===== src/rtl/aes_block_packer_if.sv =====
// Handshake bundle between a word producer, the block packer and the block consumer.
// The slave modport is the packer's view; master is the producer/consumer side.
interface aes_block_packer_if #(
    parameter int unsigned WORD_W = 32
);
    localparam int unsigned N       = 128 / WORD_W;
    localparam int unsigned WORDS_W = $clog2(N) + 1;

    // Word input side
    logic [WORD_W-1:0]  in_data;
    logic               in_valid;
    logic               in_last;
    logic               in_ready;

    // Block output side
    logic [127:0]       block_out;
    logic               block_valid;
    logic               block_ready;
    logic [WORDS_W-1:0] block_words;
    logic               block_last;

    modport slave (
        input  in_data,
        input  in_valid,
        input  in_last,
        output in_ready,
        output block_out,
        output block_valid,
        input  block_ready,
        output block_words,
        output block_last
    );

    modport master (
        output in_data,
        output in_valid,
        output in_last,
        input  in_ready,
        input  block_out,
        input  block_valid,
        output block_ready,
        input  block_words,
        input  block_last
    );
endinterface


===== src/rtl/aes_block_packer.sv =====
// Word-serial to 128-bit block assembler. Words are packed MSB-first; a block is
// closed by the N-th word or by in_last, then held until the consumer takes it.
// Unwritten slots read as zero because the block register is cleared on every
// transfer and on reset.
module aes_block_packer #(
    parameter int unsigned WORD_W = 32
) (
    input logic               clk,
    input logic               reset,
    aes_block_packer_if.slave bus
);

    localparam int unsigned N       = 128 / WORD_W;
    localparam int unsigned CNT_W   = $clog2(N);
    localparam int unsigned WORDS_W = CNT_W + 1;

    typedef enum logic {
        StFill,
        StFull
    } state_e;

    state_e             state_q;
    logic [CNT_W-1:0]   cnt_q;
    logic [127:0]       block_q;
    logic [WORDS_W-1:0] words_q;
    logic               last_q;

    logic               accept;
    logic               cnt_max;
    logic [127:0]       fill_block;
    logic [127:0]       first_block;

    // In FULL, in_ready follows block_ready so a new word can enter on the transfer edge.
    // Held low during reset so nothing is accepted while state is being cleared.
    assign bus.in_ready = reset & ((state_q == StFill) | bus.block_ready);
    assign accept       = bus.in_valid & bus.in_ready;
    assign cnt_max      = (cnt_q == CNT_W'(N - 1));

    assign bus.block_out   = block_q;
    assign bus.block_valid = (state_q == StFull);
    assign bus.block_words = words_q;
    assign bus.block_last  = last_q;

    // Current block with slot cnt replaced by the incoming word.
    always_comb begin
        fill_block = block_q;
        for (int unsigned k = 0; k < N; k++) begin
            if (cnt_q == CNT_W'(k)) begin
                fill_block[127 - k * WORD_W -: WORD_W] = bus.in_data;
            end
        end
    end

    // Fresh block holding only the incoming word in slot 0; used on transfer-with-accept.
    always_comb begin
        first_block = {bus.in_data, {(128 - WORD_W){1'b0}}};
    end

    // FILL/FULL state machine with the block register and its registered descriptors.
    always_ff @(posedge clk or negedge reset) begin
        if (!reset) begin
            state_q <= StFill;
            cnt_q   <= '0;
            block_q <= '0;
            words_q <= '0;
            last_q  <= 1'b0;
        end else begin
            unique case (state_q)
                StFill: begin
                    if (accept) begin
                        block_q <= fill_block;
                        if (cnt_max || bus.in_last) begin
                            state_q <= StFull;
                            words_q <= WORDS_W'(cnt_q) + WORDS_W'(1);
                            last_q  <= bus.in_last;
                            cnt_q   <= '0;
                        end else begin
                            cnt_q <= cnt_q + CNT_W'(1);
                        end
                    end
                end
                StFull: begin
                    if (bus.block_ready) begin
                        if (accept) begin
                            block_q <= first_block;
                            if (bus.in_last) begin
                                // Single-word message closes immediately: stay FULL.
                                words_q <= WORDS_W'(1);
                                last_q  <= 1'b1;
                            end else begin
                                state_q <= StFill;
                                cnt_q   <= CNT_W'(1);
                            end
                        end else begin
                            block_q <= '0;
                            state_q <= StFill;
                            cnt_q   <= '0;
                        end
                    end
                end
                default: begin
                    state_q <= StFill;
                    cnt_q   <= '0;
                end
            endcase
        end
    end

endmodule


===== src/flat_wrapper.sv =====
// flat-port wrapper written by rule: the top's interface ports become plain ports
module aes_block_packer_flat 
#(
    parameter int unsigned WORD_W = 32
)
  (clk, reset, bus_in_data, bus_in_valid, bus_in_last, bus_in_ready, bus_block_out, bus_block_valid, bus_block_ready, bus_block_words, bus_block_last);
  aes_block_packer_if #(.WORD_W(WORD_W)) bus_i ();
  input logic clk;
  input logic reset;
  input wire logic [$bits(bus_i.in_data)-1:0] bus_in_data;
  input wire logic [$bits(bus_i.in_valid)-1:0] bus_in_valid;
  input wire logic [$bits(bus_i.in_last)-1:0] bus_in_last;
  output wire logic [$bits(bus_i.in_ready)-1:0] bus_in_ready;
  output wire logic [$bits(bus_i.block_out)-1:0] bus_block_out;
  output wire logic [$bits(bus_i.block_valid)-1:0] bus_block_valid;
  input wire logic [$bits(bus_i.block_ready)-1:0] bus_block_ready;
  output wire logic [$bits(bus_i.block_words)-1:0] bus_block_words;
  output wire logic [$bits(bus_i.block_last)-1:0] bus_block_last;
  assign bus_i.in_data = bus_in_data;
  assign bus_i.in_valid = bus_in_valid;
  assign bus_i.in_last = bus_in_last;
  assign bus_in_ready = bus_i.in_ready;
  assign bus_block_out = bus_i.block_out;
  assign bus_block_valid = bus_i.block_valid;
  assign bus_i.block_ready = bus_block_ready;
  assign bus_block_words = bus_i.block_words;
  assign bus_block_last = bus_i.block_last;
  aes_block_packer #(.WORD_W(WORD_W)) u_core (.clk(clk), .reset(reset), .bus(bus_i));
endmodule

===== config.mk =====
export PLATFORM = sky130hd
export DESIGN_NAME = aes_block_packer_flat
export DESIGN_NICKNAME = d
export VERILOG_FILES = /design/src/rtl/aes_block_packer_if.sv /design/src/rtl/aes_block_packer.sv /design/src/flat_wrapper.sv
export SDC_FILE = /design/constraint.sdc
export NUM_CORES = 1
export LEC_CHECK = 0
export CAP_MARGIN = 15
export CORE_MARGIN = 10
export CORE_UTILIZATION = 50
export DETAILED_ROUTE_END_ITERATION = 10
export PLACE_DENSITY = 0.85
export RECOVER_POWER = 100
export SETUP_SLACK_MARGIN = 0.15
export SYNTH_ARGS = -nofsm -noshare
export SYNTH_HDL_FRONTEND = slang
export SYNTH_SLANG_ARGS = --single-unit
export TNS_END_PERCENT = 5

===== constraint.sdc =====
create_clock -name clk -period 4.4 [get_ports clk]
set_input_delay 1.32 -clock clk [delete_from_list [all_inputs] [get_ports clk]]
set_output_delay 1.32 -clock clk [all_outputs]
set_load 0.05 [all_outputs]

==> results of run 1 <==
-- layout make-up --
cell class	instances	area share, %
Clock buffer	23	5.72
Clock inverter	9	2.21
Inverter	3	0.144
Multi-Input combinational cell	357	23.4
Sequential cell	135	43.3
Tap cell	140	2.24
Timing Repair Buffer	178	23.0
-- metal layers --
layer | wire, µm | part of all wire (%) | GRT usage [%]
met1 | 6460 | 39 | 23.2
met2 | 8270 | 50 | 34.5
met3 | 1440 | 8.7 | 9.02
met4 | 301 | 1.8 | 7.23
met5 | 0 | 0 | 0
-- logic make-up after synthesis --
| logic type | count (synthesis) | share of synthesized area [%] |
|---|---|---|
| simple gates | 210 | 16.1 |
| compound gates | 141 | 17.2 |
| flops | 135 | 60.3 |
| buf+inv | 42 | 5.07 |
| fa+ha+maj | 4 | 0.893 |
| mux | 2 | 0.402 |
-- path summary, 6_finish.rpt --
| path | to | slack [ns] | cells after the start |
|---|---|---|---|
| worst max-delay path | bus_in_ready | 0.51 | 4 |
| worst min-delay path | u_core.bus.block_words[2] | 0.49 | 1 |
| worst max register to register | u_core.bus.block_out[100] | 1.37 | 4 |
| worst min register to register | u_core.bus.block_words[2] | 0.49 | 1 |
| max in group asynchronous | u_core.bus.block_out[81] | 1.64 | 2 |
| min in group asynchronous | u_core.bus.block_words[0] | 0.72 | 1 |
-- stage by stage --
stage / worst slack (ns) / hold WS [ns]
final: 0.507 / 0.487
after global routing: 0.368 / 0.509
after CTS: 0.596 / 0.496
after detailed placement: 0.601 / 0.481
after global placement: 0.656 / 0.469
after floorplan: 1.20 / 0.558
-- Yosys cell counts (2+ instances only) --
master,number
nand2_1,170
dfrtp_1,135
o21ai_0,63
a22o_1,32
o21ai_2,32
nand2_2,24
buf_2,16
buf_1,6
buf_4,6
clkbuf_1,5
a21oi_1,4
buf_12,4
ha_1,4
nand3_1,4
inv_1,3
nand2b_1,3
o21ai_1,3
a21o_1,2
and2_1,2
and4b_1,2
mux2_2,2
-- sequential cells by signal (all words and copies together) (netlist names) --
register and flops:
u_core.bus.block_last 1, u_core.bus.block_out 128, u_core.bus.block_valid 1, u_core.cnt_q 2, u_core.bus.block_words 3
-- report_power, final --
group	internal (W)	switching [W]
logic	0.000699	0.00182
clock network	0.000990	0.000509
registers	0.00161	0.000213
total	0.00330	0.00254
-- layout by cell type (no fill, tap or decap), types with 2 or more instances in the layout --
cell type	instances
clkbuf_16	16
inv_1	3
buf_4	3
clkbuf_2	2
dfrtp_1	135
nand2_1	174
and2_0	2
clkinv_2	3
a22o_1	32
a21o_1	2
mux2_2	2
ha_1	4
buf_12	4
clkbuf_1	6
o21ai_2	4
a21oi_1	4
nand2_2	20
o21ai_0	93
nand3_1	4
dlygate4sd3_1	135
clkbuf_8	2
bufinv_16	5
clkdlybuf4s50_1	33
nand2b_1	3
==> results.tsv, run 1 <==
stage	metric	value	unit
run_status	status	finished, violations left	
run_status	violations in the final reports	capacitance limit, slew limit	
floorplanning	Die Y	126	µm
yosys	Synthesized Nets	575	
setup_path	crit end category	primary output	
yosys	top cell type's share of synthesized area	60.3	%
finish	fin cells	845	
cts	clk_lat worst skew	0.52	ns
yosys	Synth Instances	534	
pwr	peak supply drop	0.463	mV
sta	minimum clock period	3.89	ns
sta	Final Max Tran Viols	73	
global_route	largest net degree at the start of global routing	73	
yosys	synth unique cells	33	
setup_path	CP top delay family	buffers and inverters	
route	Via Count	4468	
min_path	Min-Delay Path Class	register to register	
setup_path	Crit path largest cell delay	0.60	ns
sta	final hold violations	0	
sta	setup TNS	0	ns
pwr	pwr dens	748	nW/µm²
finish	antenna cells	0	
global_route	first-pass GRT wire length	26.4	mm
setup_path	slowest CP cell	dlygate4sd3_1	
cts	H-tree depth	4	
cts	Post-CTS Setup Inserts	0	
yosys	ys async rst share	100	%
yosys	Main synth FF type	dfrtp_1	
setup_path	crit path buf inv count	2	
finish	area grow syn2layout	39.4	%
setup_path	CP startpoint	bus_block_ready	
cts	Sink Count	135	
yosys	top post-synthesis cells by area	dfrtp_1 60%, nand2_1 11%, o21ai_0 5.6%	
setup_path	arrival time worst endpoint	2.57	ns
sta	final setup vio count	0	
yosys	post-synthesis cell area	5600	µm²
sta	unrepaired setup endpoints after global routing	no	
yosys	synthesized flop and latch total	135	
cts	Clk pin slew, worst setup/hold paths	0.06	ns
setup_path	critical path class	primary input to primary output	
global_route	total track usage	20.7	%
pwr	LEAKAGE	3.73	nW
placed_design	placed cell area	7340	µm²
cts	CTS Hold Buffers Added	0	
yosys	Seq/Total Area, Yosys	60.3	%
finish	share of cells above drive strength 1	9.36	%
placed_design	GPL Wtd Cong	0.820	
min_path	Worst Hold Launch	u_core.bus.block_words[2]	
setup_path	FF-to-FF Start	u_core.bus.block_valid	
setup_path	crit-path max FO	5	
floorplanning	Die ar.	15800	µm²
cts	cts bufs inserted	17	
floorplanning	core area	10900	µm²
cts	CTS Root Cell	clkbuf_8	
yosys	Synth Area per Inst	10.5	µm²
placed_design	Placed Cells	813	
finish	Register Area	3380	µm²
route	Iteration-0 DRC Markers	404	
route	routed vias/inst	5.29	
finish	area occupied by multi-input gates	1830	µm²
finish	Final Core Density	71.7	%
placed_design	dpl hpwl	11.2	mm
floorplanning	num ports	171	
global_route	vias in the first global route	4742	
sta	Worst Tran Pin Value	1.73	ns
setup_path	critical path cell sequence	dlygate4sd3_1 -> nand2b_1 -> and2_0 -> buf_12	
floorplanning	Die X	126	µm
route	post-route ant nets	0	
setup_path	Crit path required time	3.08	ns
placed_design	# port buffers	170	
floorplanning	row cnt	38	
finish	post-route design area	7810	µm²
yosys	largest area contributor in the netlist	dfrtp_1	
floorplanning	Initial Util	51.5	%
finish	Fill cells	848	
sta	Worst slew margin	-15.0	%
cts	CTS tree	built	
yosys	YS warnings	0	
route	drc violations	0	
sta	FMAX	257	MHz
route	DRT Pass-1 Iters	6	
setup_path	CP Launch Type	primary input	
cts	post-cts resize count	0	
global_route	GR Overflow Total	0	
global_route	initial antenna violation count	0	
route	Routed wire per std cell	19.5	µm
cts	CTS max path bufs	2	
route	final WL	16.5	mm
finish	Nets	733	
sta	fin crit share	88.5	%
job	Max Cap Viol	1	
sta	skew final	0.00751	ns
yosys	number of synthesized flops with an enable pin	0	
pwr	total power	0.00584	W
Note: power is estimated with default switching activity, not from simulation.
==> inputs of run 2 (changes only) <==
--- a/config.mk
+++ b/config.mk
@@ -9,9 +9,11 @@
 export CORE_MARGIN = 10
 export CORE_UTILIZATION = 50
 export DETAILED_ROUTE_END_ITERATION = 10
+export MAX_ROUTING_LAYER = met4
 export PLACE_DENSITY = 0.85
 export RECOVER_POWER = 100
 export SETUP_SLACK_MARGIN = 0.15
+export SLEW_MARGIN = 20
 export SYNTH_ARGS = -nofsm -noshare
 export SYNTH_HDL_FRONTEND = slang
 export SYNTH_SLANG_ARGS = --single-unit
==> results.tsv, run 2 (synthesized netlist as in run 1, its figures left out) <==
stage	metric	value	unit	change
min_path	sink of the worst hold path	u_core.bus.block_words[2]		unchanged
global_route	largest net degree at the start of global routing	73		unchanged
floorplanning	row cnt	38		unchanged
cts	CTS max path bufs	2		unchanged
route	post-route ant nets	0		unchanged
setup_path	critical path class	primary input to primary output		unchanged
cts	post-cts resize count	0		unchanged
route	routed vias/inst	5.33		was 5.29
min_path	Min-Delay Path Class	register to register		unchanged
pwr	peak supply drop	0.462	mV	was 0.463 mV
cts	Sink Count	135		unchanged
finish	most common cell after layout, fill and taps aside	nand2_1		unchanged
global_route	GR Overflow Total	0		unchanged
sta	setup TNS	0	ns	unchanged
floorplanning	Die ar.	15800	µm²	unchanged
cts	CTS tree	built		unchanged
route	Via Count	4501		was 4468
setup_path	critical path cell sequence	dlygate4sd3_1 -> nand2b_1 -> and2_0 -> buf_12		unchanged
sta	fin crit share	88.5	%	about the same
setup_path	crit end category	primary output		unchanged
setup_path	worst r2r dst	u_core.bus.block_out[100]		unchanged
finish	antenna cells	0		unchanged
finish	post-route design area	7810	µm²	unchanged
setup_path	cell depth of the worst flop-to-flop path	4		unchanged
sta	minimum clock period	3.89	ns	about the same
global_route	total track usage	21.3	%	was 20.7%
cts	CTS Root Cell	clkbuf_8		unchanged
cts	cts bufs inserted	17		unchanged
setup_path	slowest CP cell	dlygate4sd3_1		unchanged
sta	Worst slew margin	-15.4	%	was -15.0%
floorplanning	Die Y	126	µm	unchanged
placed_design	placed cell area	7340	µm²	unchanged
route	drc violations	0		unchanged
sta	unrepaired setup endpoints after global routing	no		unchanged
global_route	initial antenna violation count	0		unchanged
sta	Final Max Tran Viols	73		unchanged
route	Iteration-0 DRC Markers	388		was 404
setup_path	arrival time worst endpoint	2.57	ns	about the same
pwr	pwr dens	748	nW/µm²	about the same
finish	Fill cells	848		unchanged
run_status	status	finished, violations left		unchanged
finish	Nets	733		unchanged
setup_path	CP Launch Type	primary input		unchanged
min_path	Worst Hold Launch	u_core.bus.block_words[2]		unchanged
cts	CTS Hold Buffers Added	0		unchanged
finish	max reg flops	128		unchanged
placed_design	GPL Wtd Cong	0.832		was 0.820
setup_path	Reg2Reg Setup Slack	1.32	ns	was 1.37 ns
finish	commonest non-fill, non-tap cells in the layout	174 x nand2_1, 135 x dlygate4sd3_1, 135 x dfrtp_1, 93 x o21ai_0, 33 x clkdlybuf4s50_1		unchanged
setup_path	FF-to-FF Start	u_core.bus.block_valid		unchanged
sta	FMAX	257	MHz	about the same
global_route	vias in the first global route	4746		was 4742
pwr	LEAKAGE	3.73	nW	unchanged
setup_path	Crit path largest cell delay	0.60	ns	about the same
run_status	violations in the final reports	capacitance limit, slew limit		unchanged
floorplanning	Die X	126	µm	unchanged
cts	Clk pin slew, worst setup/hold paths	0.06	ns	about the same
sta	skew final	0.00537	ns	was 0.00751 ns
route	final WL	16.5	mm	about the same
setup_path	crit-path max FO	5		unchanged
sta	final hold violations	0		unchanged
cts	H-tree depth	4		unchanged
sta	final setup vio count	0		unchanged
cts	Post-CTS Setup Inserts	0		unchanged
route	Routed wire per std cell	19.6	µm	was 19.5 µm
floorplanning	Initial Util	51.5	%	unchanged
route	DRT Pass-1 Iters	4		was 6
placed_design	# port buffers	170		unchanged
sta	Worst Tran Pin Value	1.73	ns	about the same
finish	area grow syn2layout	39.4	%	unchanged
global_route	first-pass GRT wire length	26.4	mm	about the same
min_path	hold path cells	1		unchanged
job	Max Cap Viol	1		unchanged
floorplanning	core area	10900	µm²	unchanged
setup_path	Crit path required time	3.08	ns	about the same
floorplanning	num ports	171		unchanged
finish	share of cells above drive strength 1	9.36	%	unchanged
cts	clk_lat worst skew	0.52	ns	about the same
placed_design	dpl hpwl	11.2	mm	unchanged
sta	hold slack final	0.488	ns	was 0.487 ns
-- run 2: cell counts in the layout (fill, tap and decap cells not counted) --
No cell type changed its count.
-- run 2: metal layers --
layer | track usage, % | up-vias | routed length, µm | part of all wire (%)
li1 | - | 2098 | - | -
met1 | 24.2 | 2223 | 6670 | 40
met2 | 34.2 | 157 | 8250 | 50
met3 | 7.38 | 23 | 1270 | 7.7
met4 | 7.84 | 0 | 343 | 2.1
met5 | - | - | 0 | 0
-- run 2: worst max path at each step --
stage / cells after the start / slack (ns) / startpoint / end
2_1_floorplan: 2 / 1.20 / bus_block_ready / bus_in_ready
3_3_place_gp: 4 / 0.66 / bus_block_ready / bus_in_ready
3_5_place_dp: 4 / 0.60 / bus_block_ready / bus_in_ready
4_1_cts: 4 / 0.60 / bus_block_ready / bus_in_ready
5_1_grt: 5 / 0.36 / bus_block_ready / u_core.bus.block_out[102]
6_report: 4 / 0.51 / bus_block_ready / bus_in_ready
-- run 2: final cells by class --
| cell class | instances | area [µm²] | share of cell area, % |
|---|---|---|---|
| flip-flops and latches | 135 | 3380 | 43.3 |
| repair buffers | 178 | 1800 | 23.0 |
| well taps | 140 | 175 | 2.24 |
| multi-input cells | 357 | 1830 | 23.4 |
| clock inverters | 9 | 173 | 2.21 |
| clock buffers | 23 | 447 | 5.72 |
| inverters | 3 | 11.3 | 0.144 |
-- run 2: worst max-delay path, delay by kind of cell --
family,cells,cell delay [ns]
buf+inv,2,0.77
simple gates,2,0.48
-- run 2: where the power goes --
part	total (W)	internal, W	switching [W]
registers	0.00182	0.00161	0.000213
logic	0.00252	0.000699	0.00182
clock network	0.00150	0.000990	0.000509
total	0.00584	0.00330	0.00254
-- run 2: metrics by stage --
step	instances	power (W)	setup WS, ns	utilization [%]
after floorplan	534	0.00352	1.20	-
after global placement	813	0.00449	0.656	67.4
after detailed placement	813	0.00455	0.601	67.4
after CTS	845	0.00607	0.596	73.1
after global routing	845	0.00608	0.364	71.7
final	845	0.00584	0.506	71.7
